**config.mk**
```make
export PLATFORM = sky130hd
export DESIGN_NAME = alt_vipitc131_is2vid_sync_apply
export DESIGN_NICKNAME = d
export VERILOG_FILES = /design/src/rtl/alt_vipitc131_is2vid_sync_apply.sv
export SDC_FILE = /design/constraint.sdc
export NUM_CORES = 1
export LEC_CHECK = 0
export BUFFER_PORTS_ARGS = -buffer_cell sky130_fd_sc_hd__buf_4
export CORE_ASPECT_RATIO = 1.5
export CORE_UTILIZATION = 34
export CTS_CLUSTER_DIAMETER = 50
export DETAILED_ROUTE_END_ITERATION = 8
export PLACE_DENSITY = 0.49
export SLEW_MARGIN = 20
export SYNTH_ARGS = -nofsm -noshare
export SYNTH_HDL_FRONTEND = slang
export SYNTH_SLANG_ARGS = --single-unit
```
**constraint.sdc**
```tcl
create_clock -name clk -period 4.6 [get_ports clk]
set_input_delay 0.92 -clock clk [delete_from_list [all_inputs] [get_ports clk]]
set_output_delay 0.92 -clock clk [all_outputs]
set_load 0.005 [all_outputs]
```
**src/rtl/alt_vipitc131_is2vid_sync_apply.sv**
```systemverilog
// Output-side genlock actuator for the IS2Vid clocked video output.
// Owns the CVO frame timing counters and applies phase corrections from the
// sync-compare block at the frame boundary: a "remove" correction jumps the
// counters forward, a "repeat" correction stalls at the boundary for a
// programmed number of samples before starting the next frame.
//
// Handshake note: there is no valid/ready pair here. Correction requests are
// level inputs that are sampled only on the enabled frame_end cycle; enable
// qualifies every advance, and all outputs are registered.
module alt_vipitc131_is2vid_sync_apply #(
    parameter int GUARD_FRAMES = 2
) (
    input  logic        clk,
    input  logic        rst,
    input  logic        enable,
    input  logic        restart_count,
    input  logic [13:0] h_total_minus_one,
    input  logic [12:0] v_total_minus_one,
    input  logic        sync_lines,
    input  logic        sync_samples,
    input  logic        remove_repeatn,
    input  logic [12:0] sync_compare_h_reset,
    input  logic [12:0] sync_compare_v_reset,
    input  logic        genlocked,
    output logic [13:0] h_count,
    output logic [12:0] v_count,
    output logic        sof_cvo,
    output logic        sof_cvo_locked,
    output logic        repeating,
    output logic        correction_applied,
    output logic        genlocked_out
);

    typedef enum logic {
        RUN    = 1'b0,
        REPEAT = 1'b1
    } state_t;

    state_t      state, state_n;

    // Repeat progress counters and the latched repeat target.
    logic [13:0] rh, rh_n;
    logic [12:0] rv, rv_n;
    logic [13:0] rep_h, rep_h_n;
    logic [12:0] rep_v, rep_v_n;
    logic [3:0]  guard, guard_n;

    logic [13:0] h_n;
    logic [12:0] v_n;
    logic        sof_n;
    logic        corr_n;
    logic        locked_n;
    logic        repeating_n;
    logic        gl_n;

    // Correction decode, meaningful on the frame_end cycle only.
    logic        at_frame_end;
    logic [12:0] eff_v;
    logic [12:0] eff_h;
    logic [13:0] eff_h_ext;
    logic [13:0] clamp_h;
    logic [12:0] clamp_v;
    logic        corr_pending;
    logic        rep_last;

    // Offset selection, clamping and end-of-frame / end-of-repeat detection.
    always_comb begin
        at_frame_end = (h_count == h_total_minus_one) && (v_count == v_total_minus_one);
        eff_v        = sync_lines ? sync_compare_v_reset : 13'd0;
        eff_h        = (sync_lines | sync_samples) ? sync_compare_h_reset : 13'd0;
        eff_h_ext    = {1'b0, eff_h};
        clamp_h      = (eff_h_ext > h_total_minus_one) ? h_total_minus_one : eff_h_ext;
        clamp_v      = (eff_v > v_total_minus_one) ? v_total_minus_one : eff_v;
        corr_pending = (guard == 4'd0) && ((eff_v != 13'd0) || (eff_h != 13'd0));
        rep_last     = (rv == rep_v) && (rh == rep_h);
    end

    // Next-state and next-output logic for the RUN/REPEAT machine.
    always_comb begin
        state_n  = state;
        h_n      = h_count;
        v_n      = v_count;
        rh_n     = rh;
        rv_n     = rv;
        rep_h_n  = rep_h;
        rep_v_n  = rep_v;
        guard_n  = guard;
        sof_n    = 1'b0;
        corr_n   = 1'b0;
        gl_n     = genlocked_out;

        if (restart_count) begin
            state_n = RUN;
            h_n     = 14'd0;
            v_n     = 13'd0;
            rh_n    = 14'd0;
            rv_n    = 13'd0;
            rep_h_n = 14'd0;
            rep_v_n = 13'd0;
            guard_n = 4'd0;
            gl_n    = 1'b0;
        end else if (enable) begin
            case (state)
                RUN: begin
                    if (at_frame_end) begin
                        if (corr_pending) begin
                            guard_n = 4'(GUARD_FRAMES);
                            corr_n  = 1'b1;
                            gl_n    = 1'b0;
                            if (remove_repeatn) begin
                                // Jump ahead: the new frame starts part-way in.
                                h_n   = clamp_h;
                                v_n   = clamp_v;
                                sof_n = 1'b1;
                            end else begin
                                // Stall: counters hold at the frame_end position.
                                rep_h_n = clamp_h;
                                rep_v_n = eff_v;
                                rh_n    = 14'd0;
                                rv_n    = 13'd0;
                                state_n = REPEAT;
                            end
                        end else begin
                            h_n   = 14'd0;
                            v_n   = 13'd0;
                            sof_n = 1'b1;
                            gl_n  = genlocked;
                            if (guard != 4'd0) begin
                                guard_n = guard - 4'd1;
                            end
                        end
                    end else if (h_count == h_total_minus_one) begin
                        h_n = 14'd0;
                        v_n = v_count + 13'd1;
                    end else begin
                        h_n = h_count + 14'd1;
                    end
                end
                REPEAT: begin
                    if (rep_last) begin
                        h_n     = 14'd0;
                        v_n     = 13'd0;
                        sof_n   = 1'b1;
                        state_n = RUN;
                    end else if (rh == h_total_minus_one) begin
                        rh_n = 14'd0;
                        rv_n = rv + 13'd1;
                    end else begin
                        rh_n = rh + 14'd1;
                    end
                end
                default: state_n = RUN;
            endcase
        end

        locked_n    = restart_count ? 1'b0 : (sof_cvo_locked | sof_n);
        repeating_n = (state_n == REPEAT);
    end

    // State, counters and registered outputs.
    always_ff @(posedge clk or posedge rst) begin
        if (rst) begin
            state              <= RUN;
            h_count            <= 14'd0;
            v_count            <= 13'd0;
            rh                 <= 14'd0;
            rv                 <= 13'd0;
            rep_h              <= 14'd0;
            rep_v              <= 13'd0;
            guard              <= 4'd0;
            sof_cvo            <= 1'b0;
            sof_cvo_locked     <= 1'b0;
            repeating          <= 1'b0;
            correction_applied <= 1'b0;
            genlocked_out      <= 1'b0;
        end else begin
            state              <= state_n;
            h_count            <= h_n;
            v_count            <= v_n;
            rh                 <= rh_n;
            rv                 <= rv_n;
            rep_h              <= rep_h_n;
            rep_v              <= rep_v_n;
            guard              <= guard_n;
            sof_cvo            <= sof_n;
            sof_cvo_locked     <= locked_n;
            repeating          <= repeating_n;
            correction_applied <= corr_n;
            genlocked_out      <= gl_n;
        end
    end

endmodule

```
# --- Yosys cells after proc, flatten, opt, wreduce, memory -nomap -nowiden ---
# Cells that the tools add are included.
op_classes:
  mux: 79
  n_eq_ne: 15
  add_sub_neg: 5
  bitwise_logic: 3
  n_lt_le_gt_ge: 2
  n_reduce_logical: 19
op_table:
  columns: ["operator", "n"]
  rows:
  - ["two-way mux 13 bit", 23]
  - ["two-way mux 14 bit", 21]
  - ["case mux 14 bit (2 select lines)", 2]
  - ["case mux 13 bit (2 select lines)", 2]
  - ["== test 14 bit", 3]
  - ["adder 14 x 1 -> 14 bit (second input constant)", 2]
  - ["adder 13 x 1 -> 13 bit (second input constant)", 2]
  - ["== test 13 bit", 2]
  - ["nonzero test 13 bit", 2]
  - ["two-way mux 4 bit", 6]
  - ["two-way mux 1 bit", 23]
  - ["greater-than comparator 13 x 14 -> 1 bit", 1]
  - ["greater-than comparator 13 bit", 1]
  - ["inequality test 3 bit (second input constant)", 4]
  - ["AND reduction 5 bit", 2]
  - ["AND reduction 4 bit", 2]
  - ["inequality test 3 x 2 -> 1 bit (second input constant)", 2]
  - ["AND reduction 3 bit", 2]
  - ["AND reduction 6 bit", 1]
  - ["nonzero test 2 bit", 3]
  - ["inequality test 5 bit (second input constant)", 1]
  - ["logical NOT 4 bit", 1]
  - ["inequality test 2 bit (second input constant)", 2]
  - ["inequality test 4 bit (second input constant)", 1]
  - ["other kinds (8)", 12]
totals:
  word_cells: 135
  reg_bits: 90
  output_inout_bits: 32
  inputBits: 61

# --- Logic depth before layout (Yosys ltp) ---
# Gate-level depths: netlist of run 1.
logic_depth:
  ltp_word: 12
  depth_mapped: 14
  depth_no_buf: 11

# --- Worst setup path before layout of run 1 ---
# Ideal clock, no wire load.
synth_timing:
  path_type: "in2reg"
  from: "input sync_lines"
  to: "register rep_h[2]"
  slack_ps: 962
  cell_stages: 14
  path_buffers: 3
  required_time_ps: 4506
  setup_ps: 94
  arrival_ps: 3544
  cell_sequence: "buf_2 or2_2 clkbuf_1 and2_1 ha_1 nor2b_1 a211oi_1 nor2_1 o21ai_0 a21oi_1 o22ai_2 buf_6 mux2_2 a211oi_1"
synth_via:
  elab_chain_len: 10
  word_cells_on_any_way: 17
  classes_between: "order compare (1); mux (9); bitwise (1); reduce/logical (6)"
synth_rtl:
  columns: ["element", "line", "rtl"]
  rows:
  - ["start: declaration", "19", "input logic sync_lines,"]
  - ["OR 1 bit", "70", "eff_h = (sync_lines | sync_samples) ? sync_compare_h_reset : 13'd0;"]
  - ["two-way mux 13 bit", "70", null]
  - ["greater-than comparator 13 x 14 -> 1 bit", "72", "clamp_h = (eff_h_ext > h_total_minus_one) ? h_total_minus_one : eff_h_ext;"]
  - ["two-way mux 14 bit", "72", null]
  - ["two-way mux 14 bit", "110", "if (remove_repeatn) begin"]
  - ["two-way mux 14 bit", "106", "if (corr_pending) begin"]
  - ["two-way mux 14 bit", "105", "if (at_frame_end) begin"]
  - ["two-way mux 14 bit", "103", "case (state)"]
  - ["two-way mux 14 bit", "102", "end else if (enable) begin"]
  - ["two-way mux 14 bit", "92", "if (restart_count) begin"]
  - ["end signal: assignment", "182", "rep_h <= rep_h_n;"]
  - ["end: declaration", "44", "logic [13:0] rep_h, rep_h_n;"]
# Several ways; a longest one is shown, not always the timed one. The select of a mux whose other input is x is not followed.
# A chain may end at the register's enable or synchronous reset.

# --- Final worst setup path of run 1 ---
layout_timing:
  from: "input sync_lines"
  to: "register rep_h[11]"
# The elaborated chain is that of the path after synthesis.

==> summary.txt, run 1 <==
status = completed
wirelength, routed = 22.6 mm
Slew headroom = 48.1%
vias in the first global route = 6,289
starting density of the core = 34.9%
synth top area cells = dfrtp_1 35%, xor2_1 8.1%, ha_1 4.6%
DRC viols = 0
clock transition at the registers of the reported paths = 0.06 ns
crit path DAT = 3.77 ns
Final Max Slew Viols = 0
share of cells above drive strength 1 = 18.0%
Setup TNS Final = 0 ns
GRT overflow = 0
routed len/inst = 20.5 um
Mean Syn Cell Area = 8.55 um2
cells after synthesis = 763
hold_buf cts = 0
DIE AREA = 19,700 um2
clock skew = 0.0129 ns
area delta synth->final = 18.9%
post-CTS sizing = 0
Netlist cell types = 69
die width = 115 um
Yosys top cell by area = dfrtp_1
CP endpoint kind = flop
Vias/cell = 5.49
Die Ht = 172 um
largest net degree at the start of global routing = 49
remaining antenna violation count after routing = 0
Layout Nets = 930
RSZ-0062 raised after global routing = no
WP data required = 4.78 ns
clock root buffer = clkbuf_16
H-tree Lvls = 3
Tcrit/Tclk final = 78.1%
Placer Congestion = 0.928
drt pass-1 iters = 5
ys flop type = dfrtp_1
# Post-CTS Setup Buffers = 0
syn_nets = 848
Max VDD drop = 0.190 mV
pre-CTS setup slack = 0.671 ns
static leakage = 3.64 nW
Ports = 93
Yosys warning count = 0
synthesized flop and latch total = 90
pwr dens = 245 nW/um2
I/O Buffers = 92
max frequency = 278 MHz
min-delay worst type = reg -> reg
CTS Buffer Depth = 2
synthesized cell area = 6520 um2
initial antenna violation count = 0
TritonCTS sink count = 90
CTS tree = yes
Worst-Margin Slew = 0.771 ns
Crit Path Max Fanout = 13
top cell type's share of synthesized area = 34.5%
Vias = 6,042
first-pass GRT wire length = 35.6 mm
DRT iter0 DRCs = 298
setup ws final = 1.01 ns
Tmin final = 3.59 ns
clk_lat worst skew = 0.34 ns
Max-Cap Viols = 0
kind of critical path = in -> reg
final core occ = 41.5%
Num CTS Buffers = 9
HPWL Detailed = 17.7 mm
post-synthesis sequential area ratio = 34.5%
gr usage total = 24.0%
# fillers = 2,002
Async SR Flop Fraction = 100%
Final setup violation count = 0
Placeable Area = 18,700 um2
Post-synth EDFFs = 0
crit path launch type = input port
antenna cells = 0
final hold violation count = 0
row cnt = 61
==> Yosys cell counts, types with 21 or more instances <==
master and n:
xor2_1 60, inv_1 38, dfrtp_1 90, and2_1 25
nor4_1 21, ha_1 24, nand2_1 66, xnor2_1 22
a21oi_1 45, o21ai_0 51, nand3_1 24, nor2_1 66
==> flip-flops by register name, indices dropped and copies added (netlist names) <==
signal              cells
correction_applied      1
rep_h                  14
sof_cvo                 1
state                   1
rep_v                  13
genlocked_out           1
rv                     13
sof_cvo_locked          1
h_count                14
guard                   4
v_count                13
rh                     14
==> per-layer routing <==
metal / part of all wire, % / vias up / global-route usage (%)
met5: 0 / - / 0
met4: 4.4 / 0 / 11.3
met3: 2.9 / 42 / 2.54
met2: 53 / 155 / 44.9
met1: 40 / 2957 / 26.9
li1: - / 2888 / -
==> path summary, 6_finish.rpt <==
path	startpoint	depth (start not counted)	end	slack, ns
min reg2reg	rep_h[13]	1	rep_h[13]	0.52
max reg2reg	h_count[7]	8	rv[8]	1.53
max in group asynchronous	rst	3	rep_h[8]	3.09
min in group asynchronous	rst	2	rep_v[8]	0.67
max	sync_lines	13	rep_h[11]	1.01
min	rep_h[13]	1	rep_h[13]	0.52
==> per-stage QoR <==
stage	hold slack (ns)	total power, mW	std cells	instance area, um2
2_1_floorplan	0.475	0.996	763	6520
6_report	0.516	1.90	1101	7750
5_1_grt	0.527	1.98	1101	7750
3_5_place_dp	0.504	1.14	1086	7450
3_3_place_gp	0.501	1.14	1086	7450
4_1_cts	0.518	1.92	1101	7750
==> cells by family after synthesis <==
family | Yosys count | synth area share, %
buffers and inverters | 73 | 5.03
XOR/XNOR | 82 | 11.0
AO/OA/AOI/OAI | 178 | 17.5
multiplexers | 25 | 3.95
flip-flops | 90 | 34.5
AND/OR/NAND/NOR | 291 | 23.4
adder cells (fa/ha/maj) | 24 | 4.60
==> layout by cell type, fill, tap and decap left out, drive strengths merged, types with 6 or more instances in the layout <==
cell type / Yosys / final
mux2: 6 / 6
buf: 13 / 106
xnor2: 22 / 22
clkbuf: 22 / 11
o31ai: 6 / 6
or3: 7 / 7
nand3: 24 / 24
mux2i: 19 / 19
inv: 38 / 37
nor2: 67 / 67
o21ai: 51 / 51
and2: 25 / 25
a21o: 7 / 7
nand2: 67 / 67
dfrtp: 90 / 90
or3b: 7 / 7
o22ai: 13 / 13
and3: 16 / 16
a21oi: 46 / 46
nand4: 15 / 15
or4: 7 / 7
xor2: 60 / 60
nor4: 23 / 23
o211ai: 10 / 10
a211oi: 16 / 16
ha: 24 / 24
nor3: 16 / 16
==> worst max-delay path, cell delays in order <==
cell      delay, ns
buf_4          0.13
or2_2          0.40
and2_1         0.22
ha_1           0.29
nor2b_1        0.14
a211oi_1       0.22
nor2_1         0.05
o21ai_0        0.23
a21oi_1        0.12
o22ai_2        0.17
buf_4          0.26
mux2i_1        0.47
a211oi_1       0.14
==> final cells by class <==
cell class	count	area [um2]	share of cell area [%]
clock buffer	11	253	3.26
clock inverter	4	51.3	0.662
timing repair buffer	106	796	10.3
multi-input combinational	600	3940	50.8
sequential	90	2250	29.1
inverter	38	144	1.86
tap	252	315	4.07
==> report_power, final <==
part	switching [mW]	total, mW	internal, mW
logic	0.187	0.311	0.124
registers	0.0157	0.814	0.798
clock network	0.324	0.773	0.449
Note: power is estimated with default switching activity, not from simulation.
==> run 2, diff against run 1 <==
--- a/config.mk
+++ b/config.mk
@@ -10,7 +10,7 @@
 export CORE_UTILIZATION = 34
 export CTS_CLUSTER_DIAMETER = 50
 export DETAILED_ROUTE_END_ITERATION = 8
-export PLACE_DENSITY = 0.49
+export PLACE_DENSITY = 0.51
 export SLEW_MARGIN = 20
 export SYNTH_ARGS = -nofsm -noshare
 export SYNTH_HDL_FRONTEND = slang
==> constraint.sdc (replaced) <==
create_clock -name clk -period 3.15 [get_ports clk]
set_input_delay 0.63 -clock clk [delete_from_list [all_inputs] [get_ports clk]]
set_output_delay 0.63 -clock clk [all_outputs]
set_load 0.005 [all_outputs]
==> summary.txt, run 2 (synthesis gave the netlist of run 1 again) <==
# Post-CTS Setup Buffers = 0 (unchanged)
clock skew = 0.0129 ns (+0.0000428 ns)
Int Power = 2.03 mW (+48%)
Crit Path Max Fanout = 12 (-1)
clk_lat worst skew = 0.35 ns (about the same)
final hold violation count = 0 (unchanged)
clock root buffer = clkbuf_16
Max-Cap Viols = 0 (unchanged)
DIE AREA = 19,700 um2 (unchanged)
power share of the sequential group = 41.5% (-1.4 points)
H-tree Lvls = 3 (unchanged)
CTS tree = yes
starting density of the core = 34.9% (unchanged)
kind of critical path = reg -> reg
post-CTS sizing = 0 (unchanged)
crit path launch type = flop
R2R setup slack = 0.19 ns (-1.34 ns)
commonest cells after routing, fill and taps aside = 150 x buf_4, 90 x dfrtp_1, 66 x nor2_1, 66 x nand2_1, 60 x xor2_1
first-pass GRT wire length = 36.0 mm (+1.0%)
Ports = 93 (unchanged)
Vias/cell = 5.43 (-1.0%)
RSZ-0062 raised after global routing = no
number of cells on the worst reg-to-reg path = 11 (+3)
Final Max Slew Viols = 0 (unchanged)
Comb pwr share = 17.9% (+1.5 points)
routed len/inst = 19.8 um (-3.5%)
Die Ht = 172 um (unchanged)
I/O Buffers = 92 (unchanged)
Worst-Margin Slew = 0.831 ns (+0.0598 ns)
Vias = 6,234 (+3.2%)
net switching power figure = 0.807 mW (+53%)
status = completed
drt pass-1 iters = 5 (unchanged)
Non-Filler Cell Area, Final = 8140 um2 (+5.0%)
DRC viols = 0 (unchanged)
static leakage = 3.89 nW (+6.8%)
max frequency = 338 MHz
WP data required = 3.42 ns (-1.36 ns)
GRT overflow = 0 (unchanged)
Final setup violation count = 0 (unchanged)
remaining antenna violation count after routing = 0 (unchanged)
DRT iter0 DRCs = 358 (+20%)
die width = 115 um (unchanged)
largest net degree at the start of global routing = 40 (-18%)
Tcrit/Tclk final = 93.8%
Tmin final = 2.96 ns
CP Launch Point = guard[0]
Num CTS Buffers = 9 (unchanged)
gr usage total = 24.3% (+0.27 points)
commonest non-fill, non-tap cell in the layout = buf_4
area delta synth->final = 24.9%
Max VDD drop = 0.197 mV (+3.5%)
Placeable Area = 18,700 um2 (unchanged)
TritonCTS sink count = 90 (unchanged)
reg2reg end = rv[8]
Placer Congestion = 0.936 (+0.83%)
Slew headroom = 44.5% (-3.6 points)
share of cells above drive strength 1 = 22.4% (+4.4 points)
CTS Buffer Depth = 2 (unchanged)
switching part of the total = 28.4% (+0.67 points)
reg2reg start = guard[0]
initial antenna violation count = 0 (unchanged)
antenna cells = 0 (unchanged)
pwr dens = 349 nW/um2 (+43%)
clock transition at the registers of the reported paths = 0.07 ns (about the same)
row cnt = 61 (unchanged)
vias in the first global route = 6,497 (+3.3%)
crit path DAT = 3.23 ns (-0.54 ns)
HPWL Detailed = 18.1 mm (+1.9%)
power consumption = 2.84 mW (+50%)
Clk pwr share = 40.6% (about the same)
min-delay worst type = in -> async
CP endpoint kind = flop
wirelength, routed = 22.7 mm (+0.59%)
Largest regs = h_count: 14 flops, rep_h: 14 flops, rh: 14 flops
Cell Area, Placed = 7830 um2 (+5.1%)
Layout Nets = 976 (+4.9%)
hold_buf cts = 0 (unchanged)
[run 2: cell types whose count changed in the layout (fill, tap and decap cells not counted), sizes merged]
cell	delta
inv	+2
clkbuf	-1
buf	+46
[run 2: cell type report]
type,instances,area (um2)
sequential,90,2250
timing repair buffer,152,1170
fill,1890,10600
clock inverter,6,72.6
inverter,38,144
clock buffer,10,239
multi-input combinational,600,3950
tap,252,315
[run 2: worst max-delay path by stage]
| stage | end | slack, ns | depth (start not counted) |
|---|---|---|---|
| floorplan | rep_h[3] | -0.009 | 14 |
| global placement | rep_h[6] | -0.06 | 11 |
| detailed placement | rep_h[3] | -0.08 | 13 |
| CTS | rv[8] | 0.19 | 11 |
| global route | rv[7] | 0.02 | 9 |
| finish | rv[8] | 0.19 | 11 |
[run 2: routing by layer]
metal | GRT usage (%) | part of all wire [%]
met5 | 0 | 0
met4 | 12.4 | 4.8
met3 | 2.68 | 3.6
met2 | 45.2 | 53
met1 | 26.9 | 39
[run 2: worst max-delay path, stage by stage, from the launching register on]
cell and delay, ns:
dfrtp_1 0.41, inv_1 0.08, ha_1 0.20, or3b_2 0.52
nor2_1 0.13, o31ai_1 0.09, buf_4 0.17, nor3_4 0.28
o211a_4 0.23, nor2_2 0.10, or4_1 0.52, a21oi_1 0.16
[run 2: power groups by stage]
stage | Combinational [mW] | Clock (mW) | Sequential, mW
floorplan | 0.257 | 0 | 1.20
detailed placement | 0.508 | 0 | 1.20
CTS | 0.511 | 1.18 | 1.18
global route | 0.557 | 1.23 | 1.18
finish | 0.508 | 1.15 | 1.18
global placement | 0.505 | 0 | 1.20
[run 2: metrics by stage]
step,util [%],setup WS [ns],hold slack [ns],cells,TNS (ns)
floorplan,-,-0.00920,0.475,763,-0.0184
global placement,41.9,-0.0552,0.507,1132,-0.394
detailed placement,41.9,-0.0775,0.511,1132,-0.373
CTS,43.5,0.195,0.325,1148,0
global route,43.5,0.0222,0.353,1148,0
finish,43.5,0.194,0.314,1148,0
==> run 3, diff against run 2 <==
--- a/config.mk
+++ b/config.mk
@@ -5,12 +5,12 @@
 export SDC_FILE = /design/constraint.sdc
 export NUM_CORES = 1
 export LEC_CHECK = 0
-export BUFFER_PORTS_ARGS = -buffer_cell sky130_fd_sc_hd__buf_4
 export CORE_ASPECT_RATIO = 1.5
-export CORE_UTILIZATION = 34
+export CORE_UTILIZATION = 28
 export CTS_CLUSTER_DIAMETER = 50
 export DETAILED_ROUTE_END_ITERATION = 8
-export PLACE_DENSITY = 0.51
+export DONT_BUFFER_PORTS = 1
+export PLACE_DENSITY = 0.4
 export SLEW_MARGIN = 20
 export SYNTH_ARGS = -nofsm -noshare
 export SYNTH_HDL_FRONTEND = slang
==> summary.txt, run 3 (synthesis gave the netlist of run 1 again) <==
status = completed
reg2reg end = rv[8]
M3 GR Usage = 4.15% (+1.5 points)
Vias = 5,721 (-8.2%)
die width = 127 um (+10%)
HPWL Detailed = 18.3 mm (+1.2%)
Max VDD drop = 0.175 mV (-11%)
CTS Buffer Depth = 2 (unchanged)
final hold slack = 0.285 ns (-0.0295 ns)
Crit Path Max Fanout = 16 (+4)
drt pass-1 iters = 4 (-1)
Final Max Slew Viols = 0 (unchanged)
Tmin final = 2.95 ns (-0.00701 ns)
commonest non-fill, non-tap cell in the layout = dfrtp_1
power share of the sequential group = 44.6% (+3.1 points)
starting density of the core = 28.4% (-6.5 points)
Largest regs = h_count: 14 flops, rep_h: 14 flops, rh: 14 flops
kind of critical path = reg -> reg
static leakage = 3.35 nW (-14%)
Vias/cell = 5.36 (-1.3%)
Comb pwr share = 14.0% (-3.9 points)
share of cells above drive strength 1 = 11.6% (-11 points)
Layout Nets = 868 (-11%)
net switching power figure = 0.706 mW (-12%)
gr usage total = 20.0% (-4.3 points)
DRC viols = 0 (unchanged)
power consumption = 2.65 mW (-6.6%)
remaining antenna violation count after routing = 0 (unchanged)
Int Power = 1.95 mW (-4.3%)
switching part of the total = 26.6% (-1.8 points)
Die Ht = 189 um (+10%)
R2R setup slack = 0.20 ns (about the same)
wirelength, routed = 23.2 mm (+2.0%)
clock skew = 0.00809 ns (-0.00483 ns)
RSZ-0062 raised after global routing = no
number of cells on the worst reg-to-reg path = 11 (unchanged)
commonest cells after routing, fill and taps aside = 90 x dfrtp_1, 66 x nor2_1, 66 x nand2_1
antenna cells = 0 (unchanged)
Placer Congestion = 0.900 (-3.9%)
routed len/inst = 21.7 um (+9.7%)
crit path launch type = flop
pwr dens = 360 nW/um2 (+3.3%)
GRT overflow = 0 (unchanged)
WP data required = 3.43 ns (about the same)
Ports = 93 (unchanged)
initial antenna violation count = 0 (unchanged)
met1 usage = 21.0% (-5.9 points)
Slew headroom = 42.2% (-2.3 points)
final hold violation count = 0 (unchanged)
Placeable Area = 23,000 um2 (+23%)
H-tree Lvls = 3 (unchanged)
vias in the first global route = 5,950 (-8.4%)
area delta synth->final = 12.8%
TritonCTS sink count = 90 (unchanged)
hold_buf cts = 0 (unchanged)
DRT iter0 DRCs = 249 (-30%)
clock root buffer = clkbuf_16
Worst-Margin Slew = 0.867 ns (+0.0358 ns)
met2 GRT Util = 37.8% (-7.4 points)
Finished Layout Cells = 1,067 (-7.1%)
DIE AREA = 23,900 um2 (+21%)
Tcrit/Tclk final = 93.6% (-0.22 points)
Inst Count DP = 1,050 (-7.2%)
I/O Buffers = 0 (-100%)
min-delay worst type = in -> async
largest net degree at the start of global routing = 50 (+25%)
Max-Cap Viols = 0 (unchanged)
CTS tree = yes
reg2reg start = guard[0]
Top Usage Layer GRT = met2
Setup TNS Final = 0 ns (unchanged)
first-pass GRT wire length = 35.4 mm (-1.5%)
Clk pwr share = 41.5% (+0.9 points)
max frequency = 339 MHz (+0.24%)
clock transition at the registers of the reported paths = 0.06 ns (about the same)
clk_lat worst skew = 0.36 ns (about the same)
Final setup violation count = 0 (unchanged)
Num CTS Buffers = 9 (unchanged)
CP endpoint kind = flop
crit path DAT = 3.23 ns (about the same)
CP Launch Point = guard[0]
row cnt = 68 (+11%)
## run 3: cell types whose count changed in the layout (fill, tap and decap cells not counted)
cell,delta
clkbuf_1,+2
nor4_2,+1
inv_6,-2
clkinv_4,-2
buf_4,-108
nand4_2,-1
nand4_4,+1
clkinvlp_4,-1
clkinv_2,+2
nor4_1,-1
## run 3: worst max-delay path: stages (launching register included)
cell and delay [ns]:
dfrtp_1 0.40, inv_1 0.08, ha_1 0.20, or3b_2 0.53
nor2_1 0.16, o31ai_1 0.10, buf_4 0.17, nor3_4 0.22
o211a_4 0.23, nor2_2 0.11, or4_1 0.51, a21oi_1 0.15
## run 3: cell type report
type | instances | area (um2)
well taps | 280 | 350
clock inverters | 3 | 40.0
flip-flops and latches | 90 | 2250
clock buffers | 12 | 246
multi-input cells | 600 | 3970
repair buffers | 44 | 355
inverters | 38 | 144
fillers | 2440 | 15600
## run 3: repair_timing
action                     CTS  global route
gates cloned                 0             0
pin swaps                    1             2
resized for setup            0             2
setup buffers                2             0
hold endpoints to repair     0             0
setup endpoints to repair    8            31
## run 3: worst max-delay path by stage
| stage | depth (start not counted) | slack [ns] | end |
|---|---|---|---|
| 3_5_place_dp | 8 | -0.17 | v_count[6] |
| 3_3_place_gp | 8 | -0.1 | v_count[5] |
| 5_1_grt | 11 | 0.002 | rv[8] |
| 2_1_floorplan | 14 | -0.009 | rep_h[3] |
| 6_report | 11 | 0.20 | rv[8] |
| 4_1_cts | 8 | 0.005 | rv[8] |
## run 3: layer usage
metal	vias to the layer above	routed length [um]
met4	0	754
met3	35	1170
met5	-	0
li1	2756	-
met2	159	12600
met1	2771	8610
## run 3: metrics by stage
step                worst slack, ns  util (%)  area [um2]
CTS                         0.00547      32.0        7340
floorplan                  -0.00920         -        6550
global placement            -0.0971      30.6        7040
global route                0.00216      32.0        7360
finish                        0.201      32.0        7360
detailed placement           -0.175      30.6        7040
## run 3: power by group through the flow
stage                     Sequential [mW]  Clock (mW)  Combinational [mW]
final                                1.18        1.10               0.370
after global routing                 1.18        1.18               0.408
after CTS                            1.18        1.13               0.374
after detailed placement             1.20           0               0.368
after global placement               1.20           0               0.367
after floorplan                      1.20           0               0.257
